File: src/rtl/memory_stage.sv
// Pipeline MEM stage: EX/MEM register, data-cache handshake with stall generation,
// load/store lane formatting and the MEM/WB register feeding write-back.
module memory_stage (
  input  logic        clk,
  input  logic        rst,
  input  logic [31:0] aluResultE,
  input  logic [31:0] writeDataE,
  input  logic [31:0] pcPlus4E,
  input  logic [4:0]  rdE,
  input  logic        regWriteE,
  input  logic        memReadE,
  input  logic        memWriteE,
  input  logic [1:0]  resultSrcE,
  input  logic [2:0]  funct3E,
  output logic [31:0] aluResultM,
  output logic [4:0]  rdM,
  output logic        regWriteM,
  output logic        stallM,
  output logic        mem_req,
  output logic        mem_we,
  output logic [31:0] mem_addr,
  output logic [31:0] mem_wdata,
  output logic [3:0]  mem_wstrb,
  input  logic [31:0] mem_rdata,
  input  logic        mem_ready,
  output logic [31:0] resultW,
  output logic [4:0]  rdW,
  output logic        regWriteW,
  output logic        accessErrW,
  output logic [31:0] stallCount
);

  typedef enum logic {S_IDLE, S_BUSY} state_t;

  state_t      r_state;
  state_t      w_stateNext;

  logic [31:0] r_aluResultM;
  logic [31:0] r_writeDataM;
  logic [31:0] r_pcPlus4M;
  logic [4:0]  r_rdM;
  logic        r_regWriteM;
  logic        r_memReadM;
  logic        r_memWriteM;
  logic [1:0]  r_resultSrcM;
  logic [2:0]  r_funct3M;

  logic [31:0] r_resultW;
  logic [4:0]  r_rdW;
  logic        r_regWriteW;
  logic        r_accessErrW;
  logic [31:0] r_stallCount;

  logic        w_memOp;
  logic        w_isByte;
  logic        w_isHalf;
  logic        w_isWord;
  logic        w_badF3;
  logic        w_misaligned;
  logic        w_err;
  logic        w_memOk;
  logic [7:0]  w_loadByte;
  logic [15:0] w_loadHalf;
  logic [31:0] w_loadData;
  logic [31:0] w_result;

  // EX/MEM register: frozen while the cache access is outstanding
  always_ff @(posedge clk) begin
    if (rst) begin
      r_aluResultM <= '0;
      r_writeDataM <= '0;
      r_pcPlus4M   <= '0;
      r_rdM        <= '0;
      r_regWriteM  <= 1'b0;
      r_memReadM   <= 1'b0;
      r_memWriteM  <= 1'b0;
      r_resultSrcM <= '0;
      r_funct3M    <= '0;
    end else if (!stallM) begin
      r_aluResultM <= aluResultE;
      r_writeDataM <= writeDataE;
      r_pcPlus4M   <= pcPlus4E;
      r_rdM        <= rdE;
      r_regWriteM  <= regWriteE;
      r_memReadM   <= memReadE;
      r_memWriteM  <= memWriteE;
      r_resultSrcM <= resultSrcE;
      r_funct3M    <= funct3E;
    end
  end

  always_comb begin
    w_isByte = 1'b0;
    w_isHalf = 1'b0;
    w_isWord = 1'b0;
    w_badF3  = 1'b0;
    case (r_funct3M)
      3'b000, 3'b100: w_isByte = 1'b1;
      3'b001, 3'b101: w_isHalf = 1'b1;
      3'b010:         w_isWord = 1'b1;
      default:        w_badF3  = 1'b1;
    endcase
  end

  assign w_memOp      = r_memReadM | r_memWriteM;
  assign w_misaligned = (w_isHalf & r_aluResultM[0]) | (w_isWord & (r_aluResultM[1:0] != 2'b00));
  assign w_err        = w_memOp & (w_badF3 | w_misaligned);
  assign w_memOk      = w_memOp & ~w_err;

  // The request is purely a function of the EX/MEM register; a completed op is
  // replaced in the same edge, so it can never be re-issued.
  assign mem_req  = w_memOk;
  assign stallM   = mem_req & ~mem_ready;
  assign mem_we   = w_memOk & r_memWriteM;
  assign mem_addr = {r_aluResultM[31:2], 2'b00};

  always_comb begin
    mem_wdata = r_writeDataM;
    mem_wstrb = 4'b0000;
    if (w_isByte) begin
      mem_wdata = {4{r_writeDataM[7:0]}};
    end else if (w_isHalf) begin
      mem_wdata = {2{r_writeDataM[15:0]}};
    end
    if (w_memOk && r_memWriteM) begin
      if (w_isByte) begin
        mem_wstrb = 4'b0001 << r_aluResultM[1:0];
      end else if (w_isHalf) begin
        mem_wstrb = r_aluResultM[1] ? 4'b1100 : 4'b0011;
      end else begin
        mem_wstrb = 4'b1111;
      end
    end
  end

  always_comb begin
    w_loadByte = mem_rdata[7:0];
    case (r_aluResultM[1:0])
      2'b00: w_loadByte = mem_rdata[7:0];
      2'b01: w_loadByte = mem_rdata[15:8];
      2'b10: w_loadByte = mem_rdata[23:16];
      2'b11: w_loadByte = mem_rdata[31:24];
      default: w_loadByte = mem_rdata[7:0];
    endcase
  end

  assign w_loadHalf = r_aluResultM[1] ? mem_rdata[31:16] : mem_rdata[15:0];

  // funct3[2] selects zero-extension (LBU/LHU)
  always_comb begin
    w_loadData = mem_rdata;
    if (w_isByte) begin
      w_loadData = r_funct3M[2] ? {24'h0, w_loadByte} : {{24{w_loadByte[7]}}, w_loadByte};
    end else if (w_isHalf) begin
      w_loadData = r_funct3M[2] ? {16'h0, w_loadHalf} : {{16{w_loadHalf[15]}}, w_loadHalf};
    end
  end

  always_comb begin
    w_result = r_aluResultM;
    case (r_resultSrcM)
      2'b01:   w_result = w_loadData;
      2'b10:   w_result = r_pcPlus4M;
      default: w_result = r_aluResultM;
    endcase
  end

  always_ff @(posedge clk) begin
    if (rst) begin
      r_state <= S_IDLE;
    end else begin
      r_state <= w_stateNext;
    end
  end

  always_comb begin
    w_stateNext = r_state;
    case (r_state)
      S_IDLE: if (mem_req && !mem_ready) w_stateNext = S_BUSY;
      S_BUSY: if (mem_ready || !mem_req) w_stateNext = S_IDLE;
      default: w_stateNext = S_IDLE;
    endcase
  end

  // MEM/WB register: a stalled cycle retires a bubble
  always_ff @(posedge clk) begin
    if (rst) begin
      r_resultW    <= '0;
      r_rdW        <= '0;
      r_regWriteW  <= 1'b0;
      r_accessErrW <= 1'b0;
    end else if (stallM) begin
      r_regWriteW  <= 1'b0;
      r_accessErrW <= 1'b0;
    end else begin
      r_resultW    <= w_result;
      r_rdW        <= r_rdM;
      r_regWriteW  <= r_regWriteM & ~w_err;
      r_accessErrW <= w_err;
    end
  end

  always_ff @(posedge clk) begin
    if (rst) begin
      r_stallCount <= '0;
    end else if (stallM) begin
      r_stallCount <= r_stallCount + 32'd1;
    end
  end

  assign aluResultM = r_aluResultM;
  assign rdM        = r_rdM;
  assign regWriteM  = r_regWriteM;
  assign resultW    = r_resultW;
  assign rdW        = r_rdW;
  assign regWriteW  = r_regWriteW;
  assign accessErrW = r_accessErrW;
  assign stallCount = r_stallCount;

endmodule
File: config.mk
export PLATFORM = sky130hd
export DESIGN_NAME = memory_stage
export DESIGN_NICKNAME = d
export VERILOG_FILES = /design/src/rtl/memory_stage.sv
export SDC_FILE = /design/constraint.sdc
export NUM_CORES = 1
export LEC_CHECK = 0
export CAP_MARGIN = 20
export CORE_UTILIZATION = 45
export CTS_CLUSTER_SIZE = 12
export DETAILED_ROUTE_END_ITERATION = 6
export PLACE_DENSITY = 0.82
export SLEW_MARGIN = 20
export SYNTH_ARGS = -nofsm -noshare
export SYNTH_HDL_FRONTEND = slang
export SYNTH_SLANG_ARGS = --single-unit
File: constraint.sdc
create_clock -name clk -period 2.2 [get_ports clk]
set_input_delay 0.33 -clock clk [delete_from_list [all_inputs] [get_ports clk]]
set_output_delay 0.33 -clock clk [all_outputs]
set_load 0.02 [all_outputs]
==> results.md, run 1 <==
* Initial antenna violation count at 1
* CP endpoint kind: primary output
* Post-Syn Area at 8490 um^2
* Portion of synthesized cell area occupied by the leading cell type at 42.4%
* Total count of max-transition violations in the final report at 0
* Leading post-synthesis cells by cell area: dfxtp_1, nand2_1, a21oi_1
* Clock tree from TritonCTS: done
* Cell area after placement at 11900 um^2
* Clk_lat worst skew at 0.43 ns
* Reg-to-reg setup timing slack at 0.11 ns
* Number of cell instances on the worst register-to-register path at 6
* Leading cell types in the layout, fill and taps excluded: clkdlybuf4s50_1, nand2_1, dfxtp_1
* Post-Route WL at 28800 um
* Via count of the first global-routing pass at 8379
* Total number of H-tree levels at 4
* Arrival time of the worst setup path at 1.79 ns
* Most utilized layer in the global route result: met2
* Placeable core area at 18200 um^2
* Clock-pin slew reported for the worst setup and hold paths after clock tree synthesis at 0.07 ns
* Synth async-reset ratio at 0%
* Power density over the cells at 717 nW/um^2
* Violation count after the first detailed-route iteration at 629
* Buffer levels on the longest clock path at 2
* Most frequent standard cell in the layout excluding fill and tap cells: clkdlybuf4s50_1
* RSZ-0062 raised after global routing: no
* Time the final worst path needs with I/O delays and setup at 2.12 ns
* Share of cells above drive strength 1 at 9.60%
* Launch point of the worst reg-to-reg path: aluResultM[0]$_SDFFE_PP0N_
* Peak Freq at 471 MHz
* Largest voltage drop on the vdd net at 0.585 mV
* Met3 GRT Util at 6.47%
* Crit path launch type: flop
* Cell area after layout at 12500 um^2
* Area used by multi-input combinational logic at 4200 um^2
* Number of instances in the synthesized netlist at 1084
* Final hold viol count at 0
* Fillers at 1480
* Slew Limit Headroom at 56.5%
* Number of rows in the core area at 49
* Global routing usage on met1 at 36.9%
* Required time of the worst setup path at 1.87 ns
* First-pass GRT wire length at 45000 um
* GR met2 Demand/Resource at 47.7%
* Number of clock sinks at 180
* Number of clock buffers inserted by TritonCTS at 17
* Post-synth EDFFs at 0
* Vias post-DR at 8853
* GRT overflow at 0
* GP Congestion at 0.864
* Vias per inst at 5.52
* Final worst path period share at 96.4%
* Post-DP HPWL at 20400 um
* DRC violations left at 0
* Wire length per cell after detailed routing at 17.9 um
* Tightest Hold Check Type: primary input to flop
* Dominant register cell in the synthesized netlist: dfxtp_1
* Run status: completed
* Synthesized area divided by synthesized cell count at 7.83 um^2
* Worst setup path category: flop to primary output
* Hold-fix buffers, CTS at 0
* Yosys warning count at 0
* Register area share after synthesis at 42.4%
* Count of different cell masters after synthesis at 52
* Number of iterations in the first detailed-routing pass at 5
* Count of final setup violators at 0
* Hold Startpoint: rst
* Minimum hold slack at 0.371 ns
* Largest net degree at the start of global routing at 95
* Capturing point of the worst reg2reg path: stallCount[24]$_SDFFE_PP0P_
* Number of cells on the worst hold path at 2
* Chip height at 139 um
* Leakage power at 0.00482 uW
* Total of flip-flops plus latches after synthesis at 180
* Hold-critical path endpoint: rdM[4]$_SDFFE_PP0N_
* Largest clock skew in the final design at 0.0130 ns
* Final antenna-violating net count at 0
* Die area at 19400 um^2
* Horiz. Die Dim at 139 um
* Max-Cap Viols at 0
* Port-buffer cells at 321
* Area growth from synthesis to layout at 47.7%
* Final #Nets at 1509
* Starting density of the core at 46.6%
* Transition time at the pin with the least slew margin at 0.653 ns
* CTS root buf: clkbuf_16
* Number of ports placed on the die boundary at 324
* Peak fanout along the critical path at 8
* Overall Global Routing Usage at 29.2%
* Top cell type by total area after synthesis: dfxtp_1
* Register area at 3610 um^2
## report_power, final
part / switching [uW] / internal (uW) / leakage [uW] / total [uW]
Sequential: 195 / 3490 / 0.00149 / 3680
Combinational: 1110 / 999 / 0.00304 / 2110
Clock: 1370 / 1830 / 0.000295 / 3200
Total: 2680 / 6320 / 0.00482 / 8990
## state kept, by name, indices dropped and copies added (netlist names)
signal and flops:
r_pcPlus4M 32, rdW 5, aluResultM 32, r_resultSrcM 2, accessErrW 1, rdM 5, regWriteW 1, r_memReadM 1
stallCount 32, r_writeDataM 32, resultW 32, regWriteM 1, r_funct3M 3, r_memWriteM 1
## final cells by class
cell class | count | area share, %
Multi-Input combinational cell | 763 | 33.5
Clock buffer | 18 | 3.50
Timing Repair Buffer | 383 | 29.9
Clock inverter | 14 | 1.39
Sequential cell | 180 | 28.8
Antenna cell | 1 | 0.0200
Inverter | 17 | 0.549
Tap cell | 229 | 2.29
## worst max-delay path, stage by stage, from the launching register on
cell and delay [ns]:
dfxtp_4 0.39, nor2_4 0.15, buf_12 0.14, mux2_2 0.35, dlygate4sd2_1 0.33
## through the flow
stage               setup TNS (ns)  utilization, %  setup WS (ns)  power (uW)  instances
floorplan                        0               -         0.0158        4830       1085
global placement            -0.159            65.3        -0.0804        5830       1569
detailed placement          -0.550            65.3         -0.192        5860       1569
CTS                              0            68.8         0.0112        9030       1603
global route                     0            68.9         0.0122        9350       1605
finish                           0            68.9         0.0791        8990       1605
## per-layer routing
metal | routed length (um) | up-vias | share of wire (%)
met2 | 13500 | 348 | 47
met3 | 2050 | 59 | 7.1
met4 | 997 | 0 | 3.5
met1 | 12200 | 4165 | 42
met5 | 0 | - | 0
li1 | - | 4281 | -
## Yosys cell counts (7+ instances only)
cell       number
nor3_1         13
clkbuf_1       56
dfxtp_1       180
a21oi_1       147
nand2_1       287
a2111oi_0       7
xnor2_1        17
o21ai_0        48
buf_1           8
o211ai_1       16
inv_1          16
nor2_1         37
nor4_1          7
o2bb2ai_1       7
o221ai_1       23
mux2_2         16
o22ai_1         9
buf_4          40
a221oi_1       14
mux2i_1        17
or3_1           9
and3_1         16
a2bb2oi_1       9
buf_2          21
nand3_1         9
## how the worst max path moves through the flow
stage | slack [ns] | cells after the start | endpoint | from
floorplan | 0.02 | 5 | mem_wstrb[1] | r_funct3M[0]$_SDFFE_PP0N_
global placement | -0.08 | 6 | stallCount[30]$_SDFFE_PP0P_ | mem_ready
detailed placement | -0.19 | 6 | stallCount[24]$_SDFFE_PP0P_ | mem_ready
CTS | 0.01 | 5 | mem_req | aluResultM[0]$_SDFFE_PP0N_
global route | 0.01 | 5 | mem_req | aluResultM[0]$_SDFFE_PP0N_
finish | 0.08 | 4 | mem_wdata[11] | r_funct3M[1]$_SDFFE_PP0N_
## timing repair
action,in CTS,in global routing
cloned,1,0
gates resized for setup,41,8
setup buffers,1,1
endpoints found under the setup margin,31,9
pin swaps,0,1
## logic make-up (layout without fill, tap and decap cells)
logic type                 after synthesis  count (layout)  share of synthesized area, %
and+or+nand+nor                        410             410                          21.1
AOI/OAI and AO/OA                      294             294                          21.1
DFF                                    180             180                          42.4
buffers and inverters                  142             432                          8.36
muxes                                   35              35                          4.52
xor gates and xnor gates                19              19                          1.96
adders and majority gates                3               3                         0.442
other                                    1               3                        0.0442
Power figures use the tool's default switching activity.
==> run 2, diff against run 1 <==
--- a/config.mk
+++ b/config.mk
@@ -6,6 +6,8 @@
 export NUM_CORES = 1
 export LEC_CHECK = 0
 export CAP_MARGIN = 20
+export CORE_ASPECT_RATIO = 1.5
+export CORE_MARGIN = 2
 export CORE_UTILIZATION = 45
 export CTS_CLUSTER_SIZE = 12
 export DETAILED_ROUTE_END_ITERATION = 6
==> run 2 against run 1 <==
Effect of this change:
- core utilization shrank 1.2 points
- critical endpoint is now mem_wstrb[0]
- largest cell class unchanged
- die area grew 3.0%
- clock-buffer cell count grew 2
- clock skew grew 0.00087 ns
- final cell count grew 1.4%
- register-to-register slack is essentially flat
==> results.md, run 2 (synthesis results as in run 1) <==
* Total power at 8980 uW
* Number of clock sinks at 180
* Largest voltage drop on the vdd net at 0.462 mV
* Switch share at 30.0%
* Total count of max-transition violations in the final report at 0
* Total number of H-tree levels at 4
* Capturing point of the worst reg2reg path: stallCount[24]$_SDFFE_PP0P_
* Number of ports placed on the die boundary at 324
* Fraction of power consumed by the clock network at 35.6%
* Launch point of the worst reg-to-reg path: r_funct3M[0]$_SDFFE_PP0N_
* Reg-to-reg setup timing slack at 0.12 ns
* First-pass GRT wire length at 43700 um
* Design internal power at 6290 uW
* Largest net degree at the start of global routing at 77
* CTS root buf: clkbuf_16
* Starting density of the core at 45.8%
* Transition time at the pin with the least slew margin at 0.714 ns
* Final antenna-violating net count at 0
* P_sw at 2690 uW
* Worst setup path category: flop to primary output
* Vias post-DR at 8931
* Share of cells above drive strength 1 at 9.76%
* Clk_lat worst skew at 0.43 ns
* Clock tree from TritonCTS: done
* RSZ-0062 raised after global routing: yes
* Run status: completed
* Final hold viol count at 0
* Number of cell instances on the worst register-to-register path at 7
* Peak Freq at 468 MHz
* Crit path launch type: flop
* Leading cell types in the layout, fill and taps excluded: clkdlybuf4s50_1, nand2_1, dfxtp_1
* Horiz. Die Dim at 116 um
* Initial antenna violation count at 2
* Fillers at 1532
* Final #Nets at 1507
* Hold-fix buffers, CTS at 0
* Hold Startpoint: rst
* Overall Global Routing Usage at 28.0%
* DRC violations left at 0
* Number of iterations in the first detailed-routing pass at 5
* Part of the power in registers at 40.9%
* GRT overflow at 0
* Peak fanout along the critical path at 15
* Leakage power at 0.00482 uW
* Most frequent standard cell in the layout excluding fill and tap cells: clkdlybuf4s50_1
* Via count of the first global-routing pass at 8234
* Hold-critical path endpoint: stallCount[14]$_SDFFE_PP0P_
* Power share of the combinational group at 23.5%
* Largest clock skew in the final design at 0.0139 ns
* Max-Cap Viols at 0
* Violation count after the first detailed-route iteration at 529
* Post-DP HPWL at 21300 um
* GP Congestion at 0.889
* Power density over the cells at 716 nW/um^2
* Count of final setup violators at 0
* Number of cells on the worst hold path at 2
* Port-buffer cells at 321
* Area growth from synthesis to layout at 47.7%
* Post-Route WL at 29100 um
* Chip height at 172 um
* Number of rows in the core area at 61
* Buffer levels on the longest clock path at 2
* Wire length per cell after detailed routing at 17.9 um
* Clock-pin slew reported for the worst setup and hold paths after clock tree synthesis at 0.07 ns
* Slew Limit Headroom at 52.3%
* Arrival time of the worst setup path at 1.81 ns
* CP endpoint kind: primary output
* Final worst path period share at 97.1%
* Die area at 20000 um^2
* Tightest Hold Check Type: primary input to flop
* Required time of the worst setup path at 1.87 ns
* Minimum hold slack at 0.268 ns
* Placeable core area at 18500 um^2
* Time the final worst path needs with I/O delays and setup at 2.14 ns
* Number of clock buffers inserted by TritonCTS at 17
* Vias per inst at 5.49
[run 2: cell types whose count changed in the layout (fill, tap and decap cells not counted), sizes merged]
cell / change
clkdlybuf4s50: +1
clkinvlp: -2
clkbuf: +3
diode: +1
clkdlybuf4s15: +1
dlygate4sd2: -6
bufbuf: -1
dlymetal6s2s: +2
inv: +2
clkinv: -2
[run 2: power by group through the flow]
stage / clock [uW] / sequential, uW / combinational (uW)
detailed placement: 0 / 3740 / 2130
global route: 3350 / 3700 / 2260
floorplan: 0 / 3840 / 991
CTS: 3230 / 3670 / 2110
global placement: 0 / 3730 / 2100
finish: 3200 / 3670 / 2110
[run 2: per-layer routing]
layer | share of wire [%] | global-route usage [%] | wire (um) | vias up
met5 | 0 | 0 | 0 | -
met4 | 4.5 | 14.0 | 1300 | 0
met3 | 6.8 | 7.01 | 1980 | 72
met2 | 50 | 46.8 | 14500 | 352
met1 | 39 | 33.1 | 11300 | 4232
li1 | - | - | - | 4275
[run 2: final cells by class]
| class | count | area (um^2) | area share, % |
|---|---|---|---|
| well taps | 252 | 315 | 2.51 |
| clock inverters | 12 | 169 | 1.35 |
| repair buffers | 381 | 3710 | 29.6 |
| diodes | 2 | 5.00 | 0.0399 |
| flip-flops and latches | 180 | 3610 | 28.8 |
| clock buffers | 20 | 437 | 3.48 |
| inverters | 17 | 66.3 | 0.529 |
| multi-input cells | 763 | 4220 | 33.7 |
[run 2: through the flow]
stage / setup TNS, ns / area [um^2] / setup WS (ns) / std cells / utilization [%]
after floorplan: 0 / 8490 / 0.0158 / 1085 / -
after global placement: -0.217 / 11900 / -0.0426 / 1592 / 64.3
after detailed placement: -0.383 / 11900 / -0.0578 / 1592 / 64.3
after CTS: 0 / 12500 / 0.000562 / 1625 / 67.6
after global routing: -0.00237 / 12500 / -0.00237 / 1627 / 67.6
final: 0 / 12500 / 0.0648 / 1627 / 67.6
[run 2: what timing repair did]
action	CTS	global route
gates resized for setup	54	11
pin swaps	0	3
setup endpoints to repair	31	11
buffers inserted	1	0
[run 2: worst max-delay path by stage]
| stage | from | endpoint | cells after the start |
|---|---|---|---|
| after detailed placement | mem_ready | stallCount[30]$_SDFFE_PP0P_ | 6 |
| after CTS | r_funct3M[1]$_SDFFE_PP0N_ | mem_wdata[22] | 3 |
| final | r_funct3M[0]$_SDFFE_PP0N_ | mem_wstrb[0] | 5 |
| after floorplan | r_funct3M[0]$_SDFFE_PP0N_ | mem_wstrb[1] | 5 |
| after global routing | r_funct3M[0]$_SDFFE_PP0N_ | stallCount[31]$_SDFFE_PP0P_ | 8 |
| after global placement | r_funct3M[1]$_SDFFE_PP0N_ | mem_wstrb[3] | 6 |
[run 2: worst max-delay path: stages (launching register included)]
cell and delay (ns):
dfxtp_4 0.38, buf_4 0.22, nor2b_1 0.08, o21ai_1 0.21, and3_1 0.22, clkdlybuf4s15_2 0.27
==> run 3, diff against run 2 <==
--- a/config.mk
+++ b/config.mk
@@ -6,12 +6,12 @@
 export NUM_CORES = 1
 export LEC_CHECK = 0
 export CAP_MARGIN = 20
-export CORE_ASPECT_RATIO = 1.5
+export CORE_ASPECT_RATIO = 0.9
 export CORE_MARGIN = 2
-export CORE_UTILIZATION = 45
+export CORE_UTILIZATION = 48
 export CTS_CLUSTER_SIZE = 12
 export DETAILED_ROUTE_END_ITERATION = 6
-export PLACE_DENSITY = 0.82
+export PLACE_DENSITY = 0.86
 export SLEW_MARGIN = 20
 export SYNTH_ARGS = -nofsm -noshare
 export SYNTH_HDL_FRONTEND = slang
==> constraint.sdc (replaced) <==
create_clock -name clk -period 2.7 [get_ports clk]
set_input_delay 0.405 -clock clk [delete_from_list [all_inputs] [get_ports clk]]
set_output_delay 0.405 -clock clk [all_outputs]
set_load 0.02 [all_outputs]
==> run 3 against run 2 <==
Effect of this change:
- register-to-register slack gained 0.24 ns
- global-route usage grew 1.2 points
- total power shrank 18%
- sequential share of layout area grew 0.46 points
- final cell count shrank 2.8%
- critical endpoint is now mem_we
- largest power group unchanged
==> results.md, run 3 (synthesis results as in run 1) <==
* Starting density of the core at 48.5%
* Hold-fix buffers, CTS at 0
* Power density over the cells at 597 nW/um^2
* Largest voltage drop on the vdd net at 0.428 mV
* Max-Cap Viols at 0
* Time the final worst path needs with I/O delays and setup at 2.62 ns
* Reg-to-reg setup timing slack at 0.36 ns
* Pre-CTS setup slack at 0.171 ns
* Worst setup path category: flop to primary output
* Largest clock skew in the final design at 0.0132 ns
* CP endpoint kind: primary output
* P_sw at 2130 uW
* Final cell count without fillers at 1581
* Final #Nets at 1474
* Fillers at 1417
* Leading cell types in the layout, fill and taps excluded: clkdlybuf4s50_1, nand2_1, dfxtp_1
* Vias post-DR at 8787
* Wire length per cell after detailed routing at 17.9 um
* Number of cells on the worst hold path at 2
* Met3 Routed Length at 2670 um
* Top layer used by detailed routing: met5
* Total count of max-transition violations in the final report at 0
* First-pass GRT wire length at 43000 um
* Tightest Hold Check Type: primary input to flop
* Share of cells above drive strength 1 at 6.80%
* GP Congestion at 0.879
* Number of clock sinks at 180
* Post CTS Setup Buffer Count at 0
* Power share of the combinational group at 23.0%
* Clk_lat worst skew at 0.42 ns
* DRC violations left at 0
* Clock tree from TritonCTS: done
* Count of final setup violators at 0
* Met2 Wirelength at 13300 um
* Hold-critical path endpoint: aluResultM[5]$_SDFFE_PP0N_
* Buffer levels on the longest clock path at 2
* Number of iterations in the first detailed-routing pass at 7
* Via count of the first global-routing pass at 8147
* Overall Global Routing Usage at 29.1%
* Arrival time of the worst setup path at 2.21 ns
* Horiz. Die Dim at 144 um
* Hold Startpoint: rst
* Leakage power at 0.00470 uW
* Transition time at the pin with the least slew margin at 0.625 ns
* DP Cell Count at 1548
* Largest net degree at the start of global routing at 100
* Number of ports placed on the die boundary at 324
* Crit path launch type: flop
* Minimum hold slack at 0.410 ns
* Slew Limit Headroom at 58.3%
* Design internal power at 5230 uW
* Wl on met1 at 11500 um
* GRT overflow at 0
* Clock-pin slew reported for the worst setup and hold paths after clock tree synthesis at 0.06 ns
* Die area at 18800 um^2
* Peak Freq at 382 MHz
* Required time of the worst setup path at 2.30 ns
* Cell area after layout at 12300 um^2
* RSZ-0062 raised after global routing: no
* Total number of H-tree levels at 4
* Most frequent standard cell in the layout excluding fill and tap cells: clkdlybuf4s50_1
* Number of cell instances on the worst register-to-register path at 9
* Launch point of the worst reg-to-reg path: r_funct3M[0]$_SDFFE_PP0N_
* Chip height at 130 um
* Initial antenna violation count at 5
* CTS root buf: clkbuf_16
* Capturing point of the worst reg2reg path: resultW[28]$_SDFFE_PP0N_
* Final hold viol count at 0
* Final worst path period share at 96.9%
* Run status: completed
* Number of clock buffers inserted by TritonCTS at 17
* Area growth from synthesis to layout at 45.2%
* Violation count after the first detailed-route iteration at 702
* Port-buffer cells at 321
* Number of rows in the core area at 46
* Post-DP HPWL at 19800 um
* Cell area after placement at 11600 um^2
* Placeable core area at 17500 um^2
* Switch share at 29.0%
* Part of the power in registers at 40.7%
* Final antenna-violating net count at 0
* Fraction of power consumed by the clock network at 36.3%
* Peak fanout along the critical path at 20
* Post-Route WL at 28400 um
* Vias per inst at 5.56
* Fin worst setup slack at 0.0846 ns
run 3: changes by cell type in the layout (fill, tap and decap cells not counted), moves of 3 or more:
cell,before,now
dlygate4sd2_1,19,0
clkbuf_1,3,0
dlymetal6s2s_1,2,10
buf_2,3,0
buf_4,52,21
clkdlybuf4s50_1,290,310
run 3: how the worst max path moves through the flow:
stage / from / end
floorplan: r_funct3M[0]$_SDFFE_PP0N_ / mem_wstrb[1]
global placement: mem_ready / stallCount[24]$_SDFFE_PP0P_
detailed placement: mem_ready / stallCount[30]$_SDFFE_PP0P_
CTS: r_funct3M[0]$_SDFFE_PP0N_ / mem_req
global route: r_funct3M[0]$_SDFFE_PP0N_ / mem_we
finish: r_funct3M[0]$_SDFFE_PP0N_ / mem_we
run 3: worst max-delay path: stages, from the launching register on:
cell	delay, ns
dfxtp_1	0.42
buf_6	0.24
nor4_4	0.05
or2_2	0.34
nand2_1	0.13
inv_1	0.08
clkdlybuf4s50_1	0.54
run 3: routing by layer:
layer / vias to the layer above / global-route usage, %
met3: 55 / 8.26
met1: 4098 / 37.1
li1: 4210 / -
met5: - / 0
met2: 420 / 47.8
met4: 4 / 10.2
run 3: through the flow:
step | power [uW] | setup TNS [ns] | utilization [%]
2_1_floorplan | 3940 | 0 | -
3_3_place_gp | 4690 | 0 | 66.5
3_5_place_dp | 4730 | 0 | 66.5
4_1_cts | 7380 | -0.0454 | 70.2
5_1_grt | 7640 | 0 | 70.5
6_report | 7360 | 0 | 70.5
run 3: area by class of cell:
| class | count | area, um^2 | share of cell area (%) |
|---|---|---|---|
| clock buffers | 19 | 453 | 3.67 |
| flip-flops and latches | 180 | 3610 | 29.3 |
| multi-input cells | 763 | 4210 | 34.1 |
| inverters | 17 | 66.3 | 0.538 |
| repair buffers | 348 | 3510 | 28.5 |
| well taps | 240 | 300 | 2.44 |
| diodes | 3 | 7.51 | 0.0609 |
| clock inverters | 11 | 175 | 1.42 |
run 3: timing repair:
| item | in CTS | in global routing |
|---|---|---|
| hold endpoints to repair | 0 | 0 |
| endpoints found under the setup margin | 7 | 14 |
| resized for setup | 2 | 15 |
run 3: power by group through the flow:
stage / Clock (uW) / Combinational, uW / Sequential, uW
after global routing: 2800 / 1820 / 3020
after floorplan: 0 / 807 / 3130
final: 2670 / 1690 / 3000
after detailed placement: 0 / 1680 / 3050
after CTS: 2690 / 1690 / 3000
after global placement: 0 / 1650 / 3040
==> RTL edit, RTL diff (flow settings as in run 3) <==
Make the reset (`rst`) asynchronous in 4 clocked blocks.
--- a/src/rtl/memory_stage.sv
+++ b/src/rtl/memory_stage.sv
@@ -66,5 +66,5 @@
 
   // EX/MEM register: frozen while the cache access is outstanding
-  always_ff @(posedge clk) begin
+  always_ff @(posedge clk or posedge rst) begin
     if (rst) begin
       r_aluResultM <= '0;
@@ -166,5 +166,5 @@
   end
 
-  always_ff @(posedge clk) begin
+  always_ff @(posedge clk or posedge rst) begin
     if (rst) begin
       r_state <= S_IDLE;
@@ -184,5 +184,5 @@
 
   // MEM/WB register: a stalled cycle retires a bubble
-  always_ff @(posedge clk) begin
+  always_ff @(posedge clk or posedge rst) begin
     if (rst) begin
       r_resultW    <= '0;
@@ -201,5 +201,5 @@
   end
 
-  always_ff @(posedge clk) begin
+  always_ff @(posedge clk or posedge rst) begin
     if (rst) begin
       r_stallCount <= '0;
Function: differs if rst is asserted again (counterexample within 4 cycles, from zero or initial values and one cycle with rst high); with rst held inactive, the same outputs for 4 cycles.
==> RTL edit against run 3 <==
Synthesized area rose by 3.2%; synthesized cell count fell by 10%; design area rose by 2.0%; setup slack improved by 17 ps; critical path type unchanged; count of clock-buffer cells in the layout rose by 4; sequential cell count did not move; highest routed layer unchanged; critical path depth fell by 2; wire length rose by 2.3%; global-route usage rose by 0.88 points.
Power is not compared: it rests on default switching activity, and its combinational part moved more than twofold at a synthesized area within 25%.
==> RTL edit: results (changes against run 3) <==
Compound-Gate Fraction of Synth Area 0.113 (was 0.211); outcome complete, no violations (unchanged); CP startpoint r_funct3M[0] (unchanged); Vias/cell 5.48 (was 5.56); Setup Skew 11.5 ps (was 13.2 ps); # fillers 1374 (was 1417); hold_ws 447 ps (was 410 ps); Post-Synth XOR/XNOR Area 0.0310 (was 0.0196); Final nets 1383 (was 1474); DP Worst Slack 101 ps (was 171 ps); setup slack, reg-to-reg 320 ps (was 360 ps); critical path arrival 2190 ps (was 2210 ps); HPWL Detailed 21.2 mm (was 19.8 mm); flip-flop and latch area 4500 sq um (was 3610 sq um); worst-path fanout max 27 (was 20); DR iter-0 viols 647 (was 702); layout cells sized above 1 0.0705 (was 0.0680); DRT met1 WL 11.0 mm (was 11.5 mm); met2 Usage GRT 0.514 (was 0.478); Async S/R FF share, synth 1.00 (was 0); sequential fraction of the synthesis area 0.514 (was 0.424); WL met3 2.51 mm (was 2.67 mm); Setup crit end mem_wdata[24] (was mem_we); largest cells by area after synthesis dfrtp_1, nand2_1, buf_4, o21ai_0, xnor2_1 (was dfxtp_1, nand2_1, a21oi_1, buf_4, o21ai_0); library cells used by synthesis 47 (was 52); Post-DP Area 12000 sq um (was 11600 sq um); grt met3 use 0.0837 (was 0.0826); post-synthesis cell count 974 (was 1084); Max Clock Freq 385 MHz (was 382 MHz); ys flop type dfrtp_1 (was dfxtp_1); via count 8172 (was 8787); global routing met1 resource utilization 0.363 (was 0.371); multiplexer area fraction after synthesis 0.0514 (was 0.0452); R2R Path End resultW[31] (was resultW[28]); Synth top cells by count nand2_1, dfrtp_1, o21ai_0 (was nand2_1, dfxtp_1, a21oi_1); Post-Synth Adder-Cell Area 0.00429 (was 0.00442)
[RTL edit: cell count changes in the layout (fill, tap and decap cells not counted), moves of 11 or more]
| cell | before | now |
|---|---|---|
| a21oi_1 | 147 | 8 |
| a221o_1 | 0 | 16 |
| dfrtp_1 | 0 | 180 |
| dfxtp_1 | 177 | 0 |
| nand2_1 | 287 | 379 |
| nor2_1 | 35 | 24 |
| o211ai_1 | 16 | 0 |
| o221ai_1 | 23 | 1 |
| o22ai_1 | 9 | 33 |
[RTL edit: area by class of cell]
type | count | area share
well taps | 240 | 0.0239
inverters | 10 | 0.00378
clock inverters | 8 | 0.00627
flip-flops and latches | 180 | 0.358
diodes | 3 | 0.000597
clock buffers | 23 | 0.0372
repair buffers | 347 | 0.278
multi-input cells | 680 | 0.292
[RTL edit: repair_timing]
item                                    CTS  global route
resized for setup                         4             5
endpoints found under the setup margin   15            18
setup buffers                             3             1
cloned                                    0             0
pin swaps                                 1             1
